==> src/rtl/spi_master_ctrl.sv <==
// spi_master_ctrl: SPI bus master sequencer (sclk, active-low cs, mosi/miso on 1/2/4 lanes).
// One word per transaction, accepted on start && ready. All four CPOL/CPHA modes.
// Frame: IDLE -> SETUP -> XFER -> HOLD -> GAP -> IDLE, each phase H = clk_div + 1 cycles
// (XFER is 2*B half-periods of H cycles).
// Optional build macro SPI_MASTER_CTRL_LSB_FIRST_EN adds the lsb_first input.
module spi_master_ctrl #(
  parameter int DATA_WIDTH = 8,
  parameter int DIV_WIDTH  = 8
) (
  input  logic                  clk,
  input  logic                  rst_n,
  input  logic                  start,
  output logic                  ready,
  input  logic                  cpol,
  input  logic                  cpha,
  input  logic [1:0]            lane_mode,
  input  logic [DIV_WIDTH-1:0]  clk_div,
  input  logic [DATA_WIDTH-1:0] tx_data,
`ifdef SPI_MASTER_CTRL_LSB_FIRST_EN
  input  logic                  lsb_first,
`endif
  output logic [DATA_WIDTH-1:0] rx_data,
  output logic                  rx_valid,
  output logic                  busy,
  output logic                  sclk,
  output logic                  cs,
  output logic [3:0]            mosi,
  input  logic [3:0]            miso
);

  localparam int EW = $clog2(2 * DATA_WIDTH) + 1;

  typedef enum logic [2:0] {
    IDLE,
    SETUP,
    XFER,
    HOLD,
    GAP
  } state_t;

  state_t                state;
  logic [DIV_WIDTH-1:0]  cnt;
  logic [EW-1:0]         ecnt;
  logic [DATA_WIDTH-1:0] tx_sr;
  logic [DATA_WIDTH-1:0] rx_sr;
  logic                  cpol_r;
  logic                  cpha_r;
  logic [1:0]            mode_r;
  logic [DIV_WIDTH-1:0]  div_r;
  logic                  lsb_r;
  logic                  lsb_in;
  logic                  half_done;
  logic                  sample_edge;
  logic [EW-1:0]         last_edge;

`ifdef SPI_MASTER_CTRL_LSB_FIRST_EN
  assign lsb_in = lsb_first;
`else
  assign lsb_in = 1'b0;
`endif

  // Number of active lanes for a lane_mode encoding; reserved falls back to single.
  function automatic logic [2:0] lanes_of(input logic [1:0] m);
    case (m)
      2'd2:    return 3'd4;
      2'd1:    return 3'd2;
      default: return 3'd1;
    endcase
  endfunction

  // Index of the final sclk edge of a frame: 2*B - 1.
  function automatic logic [EW-1:0] last_edge_of(input logic [1:0] m);
    case (m)
      2'd2:    return EW'(DATA_WIDTH / 2 - 1);
      2'd1:    return EW'(DATA_WIDTH - 1);
      default: return EW'(2 * DATA_WIDTH - 1);
    endcase
  endfunction

  // Next beat to put on mosi; unused lanes stay 0.
  function automatic logic [3:0] beat_of(input logic [DATA_WIDTH-1:0] w,
                                         input logic [1:0] m, input logic lsb);
    logic [3:0] b;
    b = '0;
    if (lsb) begin
      case (m)
        2'd2:    b = w[3:0];
        2'd1:    b[1:0] = w[1:0];
        default: b[0] = w[0];
      endcase
    end else begin
      case (m)
        2'd2:    b = w[DATA_WIDTH-1 -: 4];
        2'd1:    b[1:0] = w[DATA_WIDTH-1 -: 2];
        default: b[0] = w[DATA_WIDTH-1];
      endcase
    end
    return b;
  endfunction

  // Discard the beat just driven from the transmit shifter.
  function automatic logic [DATA_WIDTH-1:0] shift_of(input logic [DATA_WIDTH-1:0] w,
                                                     input logic [1:0] m, input logic lsb);
    return lsb ? (w >> lanes_of(m)) : (w << lanes_of(m));
  endfunction

  // Merge one sampled miso beat into the receive shifter.
  function automatic logic [DATA_WIDTH-1:0] rx_next(input logic [DATA_WIDTH-1:0] r,
                                                    input logic [3:0] d,
                                                    input logic [1:0] m, input logic lsb);
    logic [DATA_WIDTH-1:0] t;
    if (lsb) begin
      t = r >> lanes_of(m);
      case (m)
        2'd2:    t[DATA_WIDTH-1 -: 4] = d;
        2'd1:    t[DATA_WIDTH-1 -: 2] = d[1:0];
        default: t[DATA_WIDTH-1] = d[0];
      endcase
    end else begin
      t = r << lanes_of(m);
      case (m)
        2'd2:    t[3:0] = d;
        2'd1:    t[1:0] = d[1:0];
        default: t[0] = d[0];
      endcase
    end
    return t;
  endfunction

  assign half_done   = (cnt == div_r);
  assign last_edge   = last_edge_of(mode_r);
  // Leading edges are the even-indexed ones; cpha selects which edge kind samples.
  assign sample_edge = (~ecnt[0]) ^ cpha_r;

  // Frame sequencer: all pin outputs and status are registered here.
  always_ff @(posedge clk or negedge rst_n) begin
    if (!rst_n) begin
      state    <= IDLE;
      cnt      <= '0;
      ecnt     <= '0;
      tx_sr    <= '0;
      rx_sr    <= '0;
      cpol_r   <= 1'b0;
      cpha_r   <= 1'b0;
      mode_r   <= '0;
      div_r    <= '0;
      lsb_r    <= 1'b0;
      ready    <= 1'b1;
      busy     <= 1'b0;
      sclk     <= 1'b0;
      cs       <= 1'b1;
      mosi     <= '0;
      rx_data  <= '0;
      rx_valid <= 1'b0;
    end else begin
      rx_valid <= 1'b0;
      if (state != IDLE) cnt <= half_done ? '0 : cnt + 1'b1;
      case (state)
        IDLE: begin
          cnt  <= '0;
          ecnt <= '0;
          if (start) begin
            cpol_r <= cpol;
            cpha_r <= cpha;
            mode_r <= lane_mode;
            div_r  <= clk_div;
            lsb_r  <= lsb_in;
            sclk   <= cpol;
            cs     <= 1'b0;
            ready  <= 1'b0;
            busy   <= 1'b1;
            rx_sr  <= '0;
            // With cpha=0 the first beat must be set up before the first (sampling) edge.
            if (!cpha) begin
              mosi  <= beat_of(tx_data, lane_mode, lsb_in);
              tx_sr <= shift_of(tx_data, lane_mode, lsb_in);
            end else begin
              tx_sr <= tx_data;
            end
            state <= SETUP;
          end
        end
        SETUP: begin
          if (half_done) state <= XFER;
        end
        XFER: begin
          if (half_done) begin
            sclk <= ~sclk;
            ecnt <= ecnt + 1'b1;
            if (sample_edge) begin
              rx_sr <= rx_next(rx_sr, miso, mode_r, lsb_r);
            end else if (ecnt != last_edge) begin
              mosi  <= beat_of(tx_sr, mode_r, lsb_r);
              tx_sr <= shift_of(tx_sr, mode_r, lsb_r);
            end
            if (ecnt == last_edge) begin
              ecnt  <= '0;
              state <= HOLD;
            end
          end
        end
        HOLD: begin
          if (half_done) begin
            cs       <= 1'b1;
            rx_data  <= rx_sr;
            rx_valid <= 1'b1;
            mosi     <= '0;
            state    <= GAP;
          end
        end
        GAP: begin
          if (half_done) begin
            ready <= 1'b1;
            busy  <= 1'b0;
            state <= IDLE;
          end
        end
        default: state <= IDLE;
      endcase
    end
  end

endmodule

==> config.mk <==
export PLATFORM = sky130hd
export DESIGN_NAME = spi_master_ctrl
export DESIGN_NICKNAME = d
export VERILOG_FILES = /design/src/rtl/spi_master_ctrl.sv
export SDC_FILE = /design/constraint.sdc
export NUM_CORES = 1
export LEC_CHECK = 0
export ABC_AREA = 1
export ABC_CLOCK_PERIOD_IN_PS = 2000
export CORE_MARGIN = 5
export CORE_UTILIZATION = 30
export CTS_CLUSTER_SIZE = 40
export DETAILED_ROUTE_END_ITERATION = 12
export GPL_TIMING_DRIVEN = 1
export SYNTH_ARGS = -nofsm -noshare
export SYNTH_HDL_FRONTEND = slang
export SYNTH_SLANG_ARGS = --single-unit
==> constraint.sdc <==
create_clock -name clk -period 2 [get_ports clk]
set_input_delay 0.3 -clock clk [delete_from_list [all_inputs] [get_ports clk]]
set_output_delay 0.3 -clock clk [all_outputs]
set_load 0.05 [all_outputs]
==> results of run 1 <==
-- cells by family after synthesis --
kind of cell    share of synthesized area [%]
buf+inv                                  7.81
fa+ha+maj                                3.32
xor+xnor                                 2.79
compound gates                           10.4
flops                                    39.9
simple gates                             35.8
-- Yosys cell counts (all sizes together), types with 4 or more instances --
cell type,number
xnor2,7
nand4,4
o21ai,49
nor2,36
clkbuf,6
ha,10
nor3,7
nand3,69
a21oi,9
inv,54
dfrtp,58
buf,9
nand2,193
xor2,5
-- how the worst min path moves through the flow --
stage                      from          to  slack (ps)  cells past startpoint
after floorplan           rst_n        busy           4                      0
after global placement    rst_n  rx_data[7]         260                      1
after detailed placement  rst_n  rx_data[7]         270                      1
after CTS                 rst_n  rx_data[5]         460                      2
after global routing      rst_n  rx_data[5]         490                      2
final                     rst_n    rx_sr[6]         440                      2
-- layer usage --
metal | wire length, um | share of wire, % | vias up
li1 | - | - | 1837
met1 | 4530 | 45 | 1711
met2 | 4730 | 47 | 104
met3 | 586 | 5.9 | 14
met4 | 125 | 1.3 | 0
met5 | 0 | 0 | -
-- worst register-to-register path, stage by stage, from the launching register on --
cell and delay (ps):
dfrtp_1 390, inv_1 130, ha_4 240, nand2_2 80
nand2_1 90, nor3_4 290, nor2_1 80, nor2_1 90
nor2_1 60, buf_4 140, nand3_1 70, nand2_1 60
-- per-stage QoR --
| step | setup TNS [ps] | util, % |
|---|---|---|
| 2_1_floorplan | 0 | - |
| 3_3_place_gp | -521 | 35.9 |
| 3_5_place_dp | -808 | 35.9 |
| 4_1_cts | 0 | 38.4 |
| 5_1_grt | -3.58 | 38.6 |
| 6_report | 0 | 38.6 |
-- flip-flops by register name, indices dropped and copies added (netlist names), 2 cells and up --
signal / flops
cnt: 8
div_r: 8
ecnt: 5
mode_r: 2
mosi: 4
rx_data: 8
rx_sr: 8
state: 3
tx_sr: 8
-- final cells by class --
class	count	area, um^2
multi-input combinational	401	1990
clock buffer	13	250
sequential	60	1500
tap	172	215
timing repair buffer	66	608
clock inverter	3	40.0
inverter	56	211
fill	1324	7650
-- power by group --
group	switching, W	internal (W)	total (W)
Clock	0.000536	0.000995	0.00153
Sequential	0.000000726	0.00122	0.00122
Combinational	0.000123	0.0000994	0.000223
-- cells in the final DEF (no fill, tap or decap), types with 4 or more instances in the layout --
cell,Yosys,layout
xnor2_1,7,7
buf_4,4,23
inv_1,47,47
nor2_2,4,5
nand3_1,67,67
ha_1,10,8
xor2_1,5,5
dfrtp_1,58,58
clkdlybuf4s50_1,0,40
nand2_1,190,189
inv_2,7,7
nor3_1,6,6
nand4_1,4,4
o21ai_1,15,15
nor2_1,30,29
a21oi_1,6,6
clkbuf_16,0,9
o21ai_0,33,33
-- timing repair --
action	CTS	global route
gates resized for setup	1	5
pin swaps	0	1
hold endpoints to repair	17	0
setup endpoints to repair	1	20
buffers inserted	0	2
hold buffers	1	0
==> results.py, run 1 <==
metrics = {
    "floorplanning": {
        "dieArea_mm2": 0.0149,
        "ios": 44,
        "start_util_pct": 30.2,
        "die_h_um": 122,
        "dieWidth_um": 122,
        "row_count": 41,
        "core_area_mm2": 0.0125,
    },
    "setup_path": {
        "rrSetupSlack_ps": 160,
        "cp-endpoint": "mosi[1]",
        "endpoint_kind": "flop",
        "cp.arrival_ps": 2060,
        "cpPeakStageDelay_ps": 390,
        "timing.rr.start": "mode_r[0]",
        "r2r-end": "mosi[1]",
        "cp.depth": 11,
        "start_kind": "flop",
        "critPathTopFamily": "simple AND/OR/NAND/NOR gates",
        "timing.critical_path.mode_cell": "nor2_1",
        "worstSetupPathType": "reg -> reg",
        "path_max_fanout": 5,
        "crit_buf_inv": 2,
        "required_ps": 2220,
        "ff2ff_path_depth": 11,
        "crit_path_cell_trace": "inv_1, ha_4, nand2_2, nand2_1, nor3_4, nor2_1, nor2_1, nor2_1, buf_4, nand3_1, nand2_1",
        "crit_start": "mode_r[0]",
        "cpMaxStageDelayCell": "dfrtp_1",
    },
    "cells_and_area": {
        "stdcell_area_mm2": 0.00482,
        "final_nets": 631,
        "stdcell_count": 771,
        "synthToLayoutAreaGrowth_pct": 27.9,
        "diodes": 0,
        "drive_gt1_share_pct": 11.5,
    },
    "job": {
        "cap_violations": 0,
    },
    "place": {
        "dp_hpwl_um": 7450,
        "gp_congestion": 0.924,
        "placed_cell_area_mm2": 0.00448,
        "placed_cells": 752,
        "portBuffers": 43,
        "dpl_worst_slack_ps": -133,
    },
    "logic_synthesis": {
        "synthTopCellsByArea": "dfrtp_1 (39%), nand2_1 (19%), nand3_1 (8.9%), inv_1 (4.7%), o21ai_0 (4.4%)",
        "yosys_warnings": 0,
        "syn_area_mm2": 0.00376,
        "synth-seq-cells": 60,
        "synth_top_area_share_pct": 38.6,
        "synth-main-ff-cell": "dfrtp_1",
        "syn_area_per_cell_um2": 7.08,
        "yosysSeqAreaShare_pct": 39.9,
        "synth.largest_area_cell": "dfrtp_1",
        "syn_nets": 569,
        "synth_edf_count": 0,
        "synthCells": 532,
        "yosysUniqueCellTypes": 38,
        "ys_async_sr_fraction_pct": 100,
    },
    "detailed_routing": {
        "wl_per_cell_um": 12.9,
        "vias": 3666,
        "first_pass_iters": 5,
        "first_iter_violations": 207,
        "ant_nets": 0,
        "drc": 0,
        "viasPerCell": 4.75,
        "routed_wl_um": 9970,
    },
    "global_routing": {
        "grt_use_met1_pct": 17.5,
        "busiest_layer": "met2",
        "grt_use_met2_pct": 23.0,
        "met3_usage_pct": 3.99,
        "grt-ovfl-total": 0,
        "track_usage_pct": 13.9,
        "antenna_found_initial": 0,
        "grt_pass1_wl_um": 16500,
        "grt_pass1_vias": 3480,
        "grt_max_degree": 44,
    },
    "pwr": {
        "p_leak_nw": 2.35,
        "power_w": 0.00297,
        "max-vdd-ir-drop_v": 0.000359,
        "power.density_mw_per_mm2": 617,
    },
    "timing": {
        "finalSetupViolations": 0,
        "period_minus_slack_ps": 1840,
        "fin_ws_ps": 155,
        "tightest_slew_ps": 520,
        "max_freq_ghz": 0.542,
        "finalHoldViolations": 0,
        "fin_crit_sh_pct": 92.2,
        "hold_ws_ps": 444,
        "clock_skew_ps": 4.61,
        "max_slew_margin_pct": 65.2,
        "slew_violations": 0,
    },
    "status": {
        "status": "completed",
    },
    "clock_tree": {
        "clkTransAtPathRegs_ps": 50,
        "root_buffer": "clkbuf_16",
        "cts.path.max_buffers": 2,
        "cts_buffers": 9,
        "worstSkewPairLatency_ps": 330,
        "cts_tree": "done",
        "ctsHtreeMaxLevel": 3,
        "cts_sinks": 60,
    },
    "worst_hold_path": {
        "hold_class": "in -> async",
    },
}
(Power assumes the default switching activity.)
==> run 2, diff against run 1 <==
--- a/config.mk
+++ b/config.mk
@@ -9,7 +9,7 @@
 export ABC_CLOCK_PERIOD_IN_PS = 2000
 export CORE_MARGIN = 5
 export CORE_UTILIZATION = 30
-export CTS_CLUSTER_SIZE = 40
+export CTS_CLUSTER_SIZE = 10
 export DETAILED_ROUTE_END_ITERATION = 12
 export GPL_TIMING_DRIVEN = 1
 export SYNTH_ARGS = -nofsm -noshare
==> results of run 2 <==
No change in the layout: final DEF, timing and power equal those of run 1.
